<file path="src/rtl/prism_sp_puzzle_hw_gem_source_if.sv">
// Write side of the GEM cookie FIFO: one-cycle write strobe, data word,
// and the FIFO's full flag coming back to the producer.
interface fifo_write_interface;
  logic        wr_en;
  logic [31:0] din;
  logic        full;

  modport master (
    output wr_en,
    output din,
    input  full
  );

  modport slave (
    input  wr_en,
    input  din,
    output full
  );
endinterface

</file>
<file path="src/rtl/prism_sp_puzzle_hw_gem_source.sv">
// GEM cookie producer: turns frame-completion events into 32-bit cookies
// {seq, err, 9'b0, len}, buffers them in a small circular queue and writes
// them into the cookie FIFO with single-cycle wr_en pulses.
//
// state            | meaning
// -----------------|-------------------------------------------------------
// STATE_FETCH_SLOT | idle; launches a write when a cookie is queued and the
//                  | FIFO is not full
// STATE_FIFO_CYCLE | settle cycle after a write; the written entry leaves
//                  | the queue here and full gets a cycle to update
module prism_sp_puzzle_hw_gem_source #(
  parameter int PENDING_DEPTH = 4
) (
  input  logic                            clock,
  input  logic                            resetn,
  input  logic                            enable,
  input  logic                            frame_done,
  input  logic [13:0]                     frame_len,
  input  logic                            frame_err,
  fifo_write_interface.master             o_cookie_fifo_w,
  output logic [$clog2(PENDING_DEPTH):0]  pending_level,
  output logic [15:0]                     drop_count
);

  localparam int AW = $clog2(PENDING_DEPTH);
  localparam int LW = AW + 1;
  localparam logic [LW-1:0] DEPTH_L = LW'(PENDING_DEPTH);

  typedef enum logic {
    STATE_FETCH_SLOT = 1'b0,
    STATE_FIFO_CYCLE = 1'b1
  } state_t;

  // Queue entry layout: [22:15] seq, [14] err, [13:0] len
  logic [22:0]   r_mem [PENDING_DEPTH];
  logic [AW-1:0] r_head;
  logic [AW-1:0] r_tail;
  logic [LW-1:0] r_level;
  logic [7:0]    r_seq;
  logic [15:0]   r_drop_count;
  state_t        r_state;
  logic          r_wr_en;
  logic [31:0]   r_din;

  logic          w_full;
  logic          w_capture;
  logic          w_queue_full;
  logic          w_push;
  logic          w_drop;
  logic          w_pop;
  logic          w_launch;
  logic [22:0]   w_head_entry;
  logic [31:0]   w_head_cookie;

  assign w_full       = o_cookie_fifo_w.full;
  assign w_capture    = frame_done && enable;
  // Full test is against the level at the start of the cycle, so a pop
  // happening in the same cycle never makes room for the incoming frame.
  assign w_queue_full = (r_level == DEPTH_L);
  assign w_push       = w_capture && !w_queue_full;
  assign w_drop       = w_capture &&  w_queue_full;
  // The entry being written stays counted in the level until the settle
  // cycle, so pending_level drops one cycle after the wr_en pulse.
  assign w_pop        = (r_state == STATE_FIFO_CYCLE);
  assign w_launch     = (r_state == STATE_FETCH_SLOT) && (r_level != '0) && !w_full;

  assign w_head_entry  = r_mem[r_head];
  assign w_head_cookie = {w_head_entry[22:15], w_head_entry[14], 9'b0, w_head_entry[13:0]};

  assign o_cookie_fifo_w.wr_en = r_wr_en;
  assign o_cookie_fifo_w.din   = r_din;
  assign pending_level         = r_level;
  assign drop_count            = r_drop_count;

  // Queue storage: capture the new cookie at the tail slot (no reset needed,
  // validity is tracked by the pointers and level).
  always_ff @(posedge clock) begin
    if (w_push) begin
      r_mem[r_tail] <= {r_seq, frame_err, frame_len};
    end
  end

  // Queue pointers and occupancy; push and pop in the same cycle cancel.
  always_ff @(posedge clock) begin
    if (!resetn) begin
      r_head  <= '0;
      r_tail  <= '0;
      r_level <= '0;
    end else begin
      if (w_push) begin
        r_tail <= r_tail + AW'(1);
      end
      if (w_pop) begin
        r_head <= r_head + AW'(1);
      end
      case ({w_push, w_pop})
        2'b10:   r_level <= r_level + LW'(1);
        2'b01:   r_level <= r_level - LW'(1);
        default: r_level <= r_level;
      endcase
    end
  end

  // Sequence numbering of accepted frames and saturating drop counter.
  always_ff @(posedge clock) begin
    if (!resetn) begin
      r_seq        <= 8'd0;
      r_drop_count <= 16'd0;
    end else begin
      if (w_push) begin
        r_seq <= r_seq + 8'd1;
      end
      if (w_drop && (r_drop_count != 16'hFFFF)) begin
        r_drop_count <= r_drop_count + 16'd1;
      end
    end
  end

  // Write FSM: one-cycle wr_en per cookie, followed by a settle cycle.
  always_ff @(posedge clock) begin
    if (!resetn) begin
      r_state <= STATE_FETCH_SLOT;
      r_wr_en <= 1'b0;
      r_din   <= 32'd0;
    end else begin
      r_wr_en <= 1'b0;
      case (r_state)
        STATE_FETCH_SLOT: begin
          if (w_launch) begin
            r_wr_en <= 1'b1;
            r_din   <= w_head_cookie;
            r_state <= STATE_FIFO_CYCLE;
          end
        end
        STATE_FIFO_CYCLE: begin
          r_state <= STATE_FETCH_SLOT;
        end
        default: begin
          r_state <= STATE_FETCH_SLOT;
        end
      endcase
    end
  end

endmodule

</file>
<file path="src/flat_wrapper.sv">
// flat-port wrapper written by rule: the top's interface ports become plain ports
module prism_sp_puzzle_hw_gem_source_flat 
#(
  parameter int PENDING_DEPTH = 4
)
  (clock, resetn, enable, frame_done, frame_len, frame_err, pending_level, drop_count, o_cookie_fifo_w_wr_en, o_cookie_fifo_w_din, o_cookie_fifo_w_full);
  fifo_write_interface o_cookie_fifo_w_i ();
  input  logic clock;
  input  logic resetn;
  input  logic enable;
  input  logic frame_done;
  input  logic [13:0] frame_len;
  input  logic frame_err;
  output logic [$clog2(PENDING_DEPTH):0] pending_level;
  output logic [15:0] drop_count;
  output wire logic [$bits(o_cookie_fifo_w_i.wr_en)-1:0] o_cookie_fifo_w_wr_en;
  output wire logic [$bits(o_cookie_fifo_w_i.din)-1:0] o_cookie_fifo_w_din;
  input wire logic [$bits(o_cookie_fifo_w_i.full)-1:0] o_cookie_fifo_w_full;
  assign o_cookie_fifo_w_wr_en = o_cookie_fifo_w_i.wr_en;
  assign o_cookie_fifo_w_din = o_cookie_fifo_w_i.din;
  assign o_cookie_fifo_w_i.full = o_cookie_fifo_w_full;
  prism_sp_puzzle_hw_gem_source #(.PENDING_DEPTH(PENDING_DEPTH)) u_core (.clock(clock), .resetn(resetn), .enable(enable), .frame_done(frame_done), .frame_len(frame_len), .frame_err(frame_err), .o_cookie_fifo_w(o_cookie_fifo_w_i), .pending_level(pending_level), .drop_count(drop_count));
endmodule
</file>
<file path="config.mk">
export PLATFORM = sky130hd
export DESIGN_NAME = prism_sp_puzzle_hw_gem_source_flat
export DESIGN_NICKNAME = d
export VERILOG_FILES = /design/src/rtl/prism_sp_puzzle_hw_gem_source_if.sv /design/src/rtl/prism_sp_puzzle_hw_gem_source.sv /design/src/flat_wrapper.sv
export SDC_FILE = /design/constraint.sdc
export NUM_CORES = 1
export LEC_CHECK = 0
export CORE_UTILIZATION = 48
export CTS_CLUSTER_DIAMETER = 30
export DETAILED_ROUTE_END_ITERATION = 12
export DONT_BUFFER_PORTS = 1
export PLACE_DENSITY_LB_ADDON = 0.1
export SETUP_SLACK_MARGIN = 0.1
export SLEW_MARGIN = 20
export SYNTH_ARGS = -nofsm -noshare
export SYNTH_HDL_FRONTEND = slang
export SYNTH_SLANG_ARGS = --single-unit
</file>
<file path="constraint.sdc">
create_clock -name clock -period 2.5 [get_ports clock]
set_clock_uncertainty 0.15 [all_clocks]
set_input_delay 0.375 -clock clock [delete_from_list [all_inputs] [get_ports clock]]
set_output_delay 0.375 -clock clock [all_outputs]
set_load 0.01 [all_outputs]
</file>
==> impl_summary.log <==
INFO  metric run_status = complete, but fails checks
INFO  metric failed_checks = design-rule violations
INFO  metric initial_antenna_violation_count = 0
INFO  metric yosys-top-cells-area = edfxtp_1 48%, dfxtp_1 19%, mux4_2 8.9%
INFO  metric wire_length_of_the_first_global_routing_pass = 16.9 mm
INFO  metric clk_latency = 0.42 ns
INFO  metric hpwlAfterDp = 6.56 mm
INFO  metric min_delay_worst_endpoint = u_core.drop_count[2]
INFO  metric setup_repair_after_global_routing_missed_its_margin = no
INFO  metric synthesized_area_per_cell = 13.7 um2
INFO  metric switching_share = 21.3%
INFO  metric hold_crit_path_type = in2reg
INFO  metric ff2ff_setup_slack = 0.22 ns
INFO  metric synth-warning-count = 0
INFO  metric die_w = 112 um
INFO  metric finalHoldWorstSlack = 0.0581 ns
INFO  metric power_report.internal_total = 4350 uW
INFO  metric min_path_cells = 2
INFO  metric wl_per_cell = 17.1 um
INFO  metric net_total_in_the_final_layout = 485
INFO  metric arrival = 2.47 ns
INFO  metric ctsRootBufferMaster = clkbuf_16
INFO  metric final.setup.tns = 0 ns
INFO  metric power-per-cell-area = 813 mW/mm2
INFO  metric asyncSetResetFlopFracSynth = 0%
INFO  metric cts.sinks = 147
INFO  metric rr_startpoint = u_core.pending_level[0]
INFO  metric finalSetupViolCount = 0
INFO  metric drtIter0Drc = 192
INFO  metric area_growth = 17.1%
INFO  metric start_util = 49.9%
INFO  metric mostFrequentLayoutCells = 92 x edfxtp_1, 59 x nand2_1, 54 x dfxtp_1
INFO  metric net-switching-power = 1180 uW
INFO  metric htree_num_levels = 4
INFO  metric core = 0.0116 mm2
INFO  metric count_of_boundary_i_o_pins = 72
INFO  metric drive_above_1_share = 17.2%
INFO  metric die_area = 0.0125 mm2
INFO  metric worst_setup_path_start_kind = flip-flop
INFO  metric worst_min_delay_path_startpoint = resetn
INFO  metric synth_top_area_share = 47.6%
INFO  metric fp.dieH = 112 um
INFO  metric antenna-diode-count = 0
INFO  metric drt-vias-per-instance = 5.54
INFO  metric grt.overflow.total = 0
INFO  metric critical_path.reg2reg.endpoint = u_core.drop_count[15]
INFO  metric vias = 3,395
INFO  metric final_period_minus_worst_setup_slack = 2.28 ns
INFO  metric gate_count_post_synth = 422
INFO  metric post_synth_instance_area = 0.00580 mm2
INFO  metric power.ir.vdd_worst = 0.594 mV
INFO  metric power.leakage = 0.00222 uW
INFO  metric path_max_fanout = 9
INFO  metric largest_net_degree_at_the_start_of_global_routing = 41
INFO  metric cts_tree = yes
INFO  metric grt_usage = 18.5%
INFO  metric crit_type = reg2reg
INFO  metric max_clock_freq = 439 MHz
INFO  metric most_common_flop_cell_mapped_by_yosys = edfxtp_1
INFO  metric detailedRoute.firstPassIterationCount = 9
INFO  metric synth_cell_type_count = 39
INFO  metric cts_made_buffers = 17
INFO  metric synth.largest_area_cell = edfxtp_1
INFO  metric maxCapViolCount = 0
INFO  metric final_antenna_net_count = 0
INFO  metric clkTransAtPathRegs = 0.06 ns
INFO  metric cts_buffer_depth = 2
INFO  metric fin_crit_sh = 91.1%
INFO  metric synth_seq_area_share = 66.6%
INFO  metric placementRows = 39
INFO  metric required_time_of_the_worst_setup_path = 2.69 ns
INFO  metric synth-seq-cells = 147
INFO  metric grt_pass1_vias = 3,323
INFO  metric synth_enable_flop_cells = 92
INFO  metric route.detailed.drc = 7
INFO  metric layout_commonest_cell = edfxtp_1
INFO  metric power_frac_comb = 5.7%
INFO  metric globalplace.congestion = 0.793
INFO  metric port_buffers = 0
INFO  metric seq_power_share = 49.1%
INFO  metric worst-r2r-cell-count = 4
INFO  metric power_frac_clock = 45.2%
INFO  metric timing_hold_violations_final = 0
INFO  metric crit_path_end_kind = flip-flop
INFO  metric routed_wirelength = 10.5 mm
INFO  metric final_max_slew_viol_count = 0
[flip-flops by register name (all words and copies together) (netlist names)]
register                      flops
u_core.r_mem                     92
u_core.r_seq                      8
u_core.r_tail                     2
u_core.o_cookie_fifo_w.din       23
u_core.o_cookie_fifo_w.wr_en      1
u_core.drop_count                16
u_core.r_head                     2
u_core.pending_level              3
[cell families after synthesis]
family	count (synthesis)	synth area share, %
flops	147	66.6
simple gates	128	11.0
compound gates	62	6.08
buf+inv	40	3.37
mux	26	9.45
xor+xnor	10	1.51
fa+ha+maj	8	1.86
other cells	1	0.0647
[timing repair]
action,in CTS,in global routing
setup buffers,0,0
hold buffers,16,0
hold endpoints to repair,64,0
resized for setup,0,1
setup endpoints to repair,0,3
[synthesized netlist by cell type, drive strengths merged (6+ instances only)]
library cell,number
o31ai,10
a21oi,40
nand4,6
clkbuf,15
nor2,13
o21ai,7
dfxtp,55
edfxtp,92
xnor2,7
ha,7
or4,11
nand2,59
inv,10
buf,14
mux4,23
or3,7
nand3,6
[cell type report]
| cell class | count | area, um2 |
|---|---|---|
| fill | 943 | 4820 |
| sequential | 147 | 3860 |
| multi-input combinational | 243 | 1790 |
| clock buffer | 21 | 440 |
| timing repair buffer | 37 | 343 |
| tap | 143 | 179 |
| clock inverter | 11 | 138 |
| inverter | 11 | 41.3 |
[layer usage]
metal	share of wire, %	vias to the layer above	track usage, %
li1	-	1636	-
met1	44	1666	23.3
met2	49	88	28.4
met3	5.9	5	7.29
met4	0.93	0	8.38
met5	0	-	0
[power by group through the flow]
stage               clock, uW  combinational (uW)  sequential, uW
floorplan                   0                 226            2750
global placement            0                 289            2760
detailed placement          0                 291            2770
CTS                      2550                 322            2710
global route             2650                 358            2720
finish                   2500                 316            2710
[how the worst max path moves through the flow]
stage | slack (ns) | start | to
global placement | 0.18 | u_core.pending_level[0] | u_core.drop_count[15]
detailed placement | 0.14 | u_core.pending_level[0] | u_core.drop_count[15]
finish | 0.22 | u_core.pending_level[0] | u_core.drop_count[15]
global route | 0.12 | u_core.pending_level[2] | u_core.pending_level[2]
floorplan | 0.10 | u_core.pending_level[2] | u_core.pending_level[2]
CTS | 0.11 | u_core.pending_level[0] | u_core.drop_count[15]
[worst max-delay path, cell delays in order, from the launching register on]
cell and delay (ns):
dfxtp_1 0.37, or3b_1 0.45, or4_4 0.61, or4_1 0.48, a21oi_1 0.14
[stage by stage]
stage | util, % | instances | total power (uW) | instance area, um2 | setup WS (ns)
floorplan | - | 430 | 2980 | 5830 | 0.101
global placement | 52.1 | 565 | 3050 | 6050 | 0.177
detailed placement | 52.1 | 565 | 3060 | 6050 | 0.139
CTS | 58.4 | 613 | 5590 | 6790 | 0.106
global route | 58.5 | 613 | 5730 | 6790 | 0.124
finish | 58.5 | 613 | 5520 | 6790 | 0.224
(Power assumes the default switching activity.)
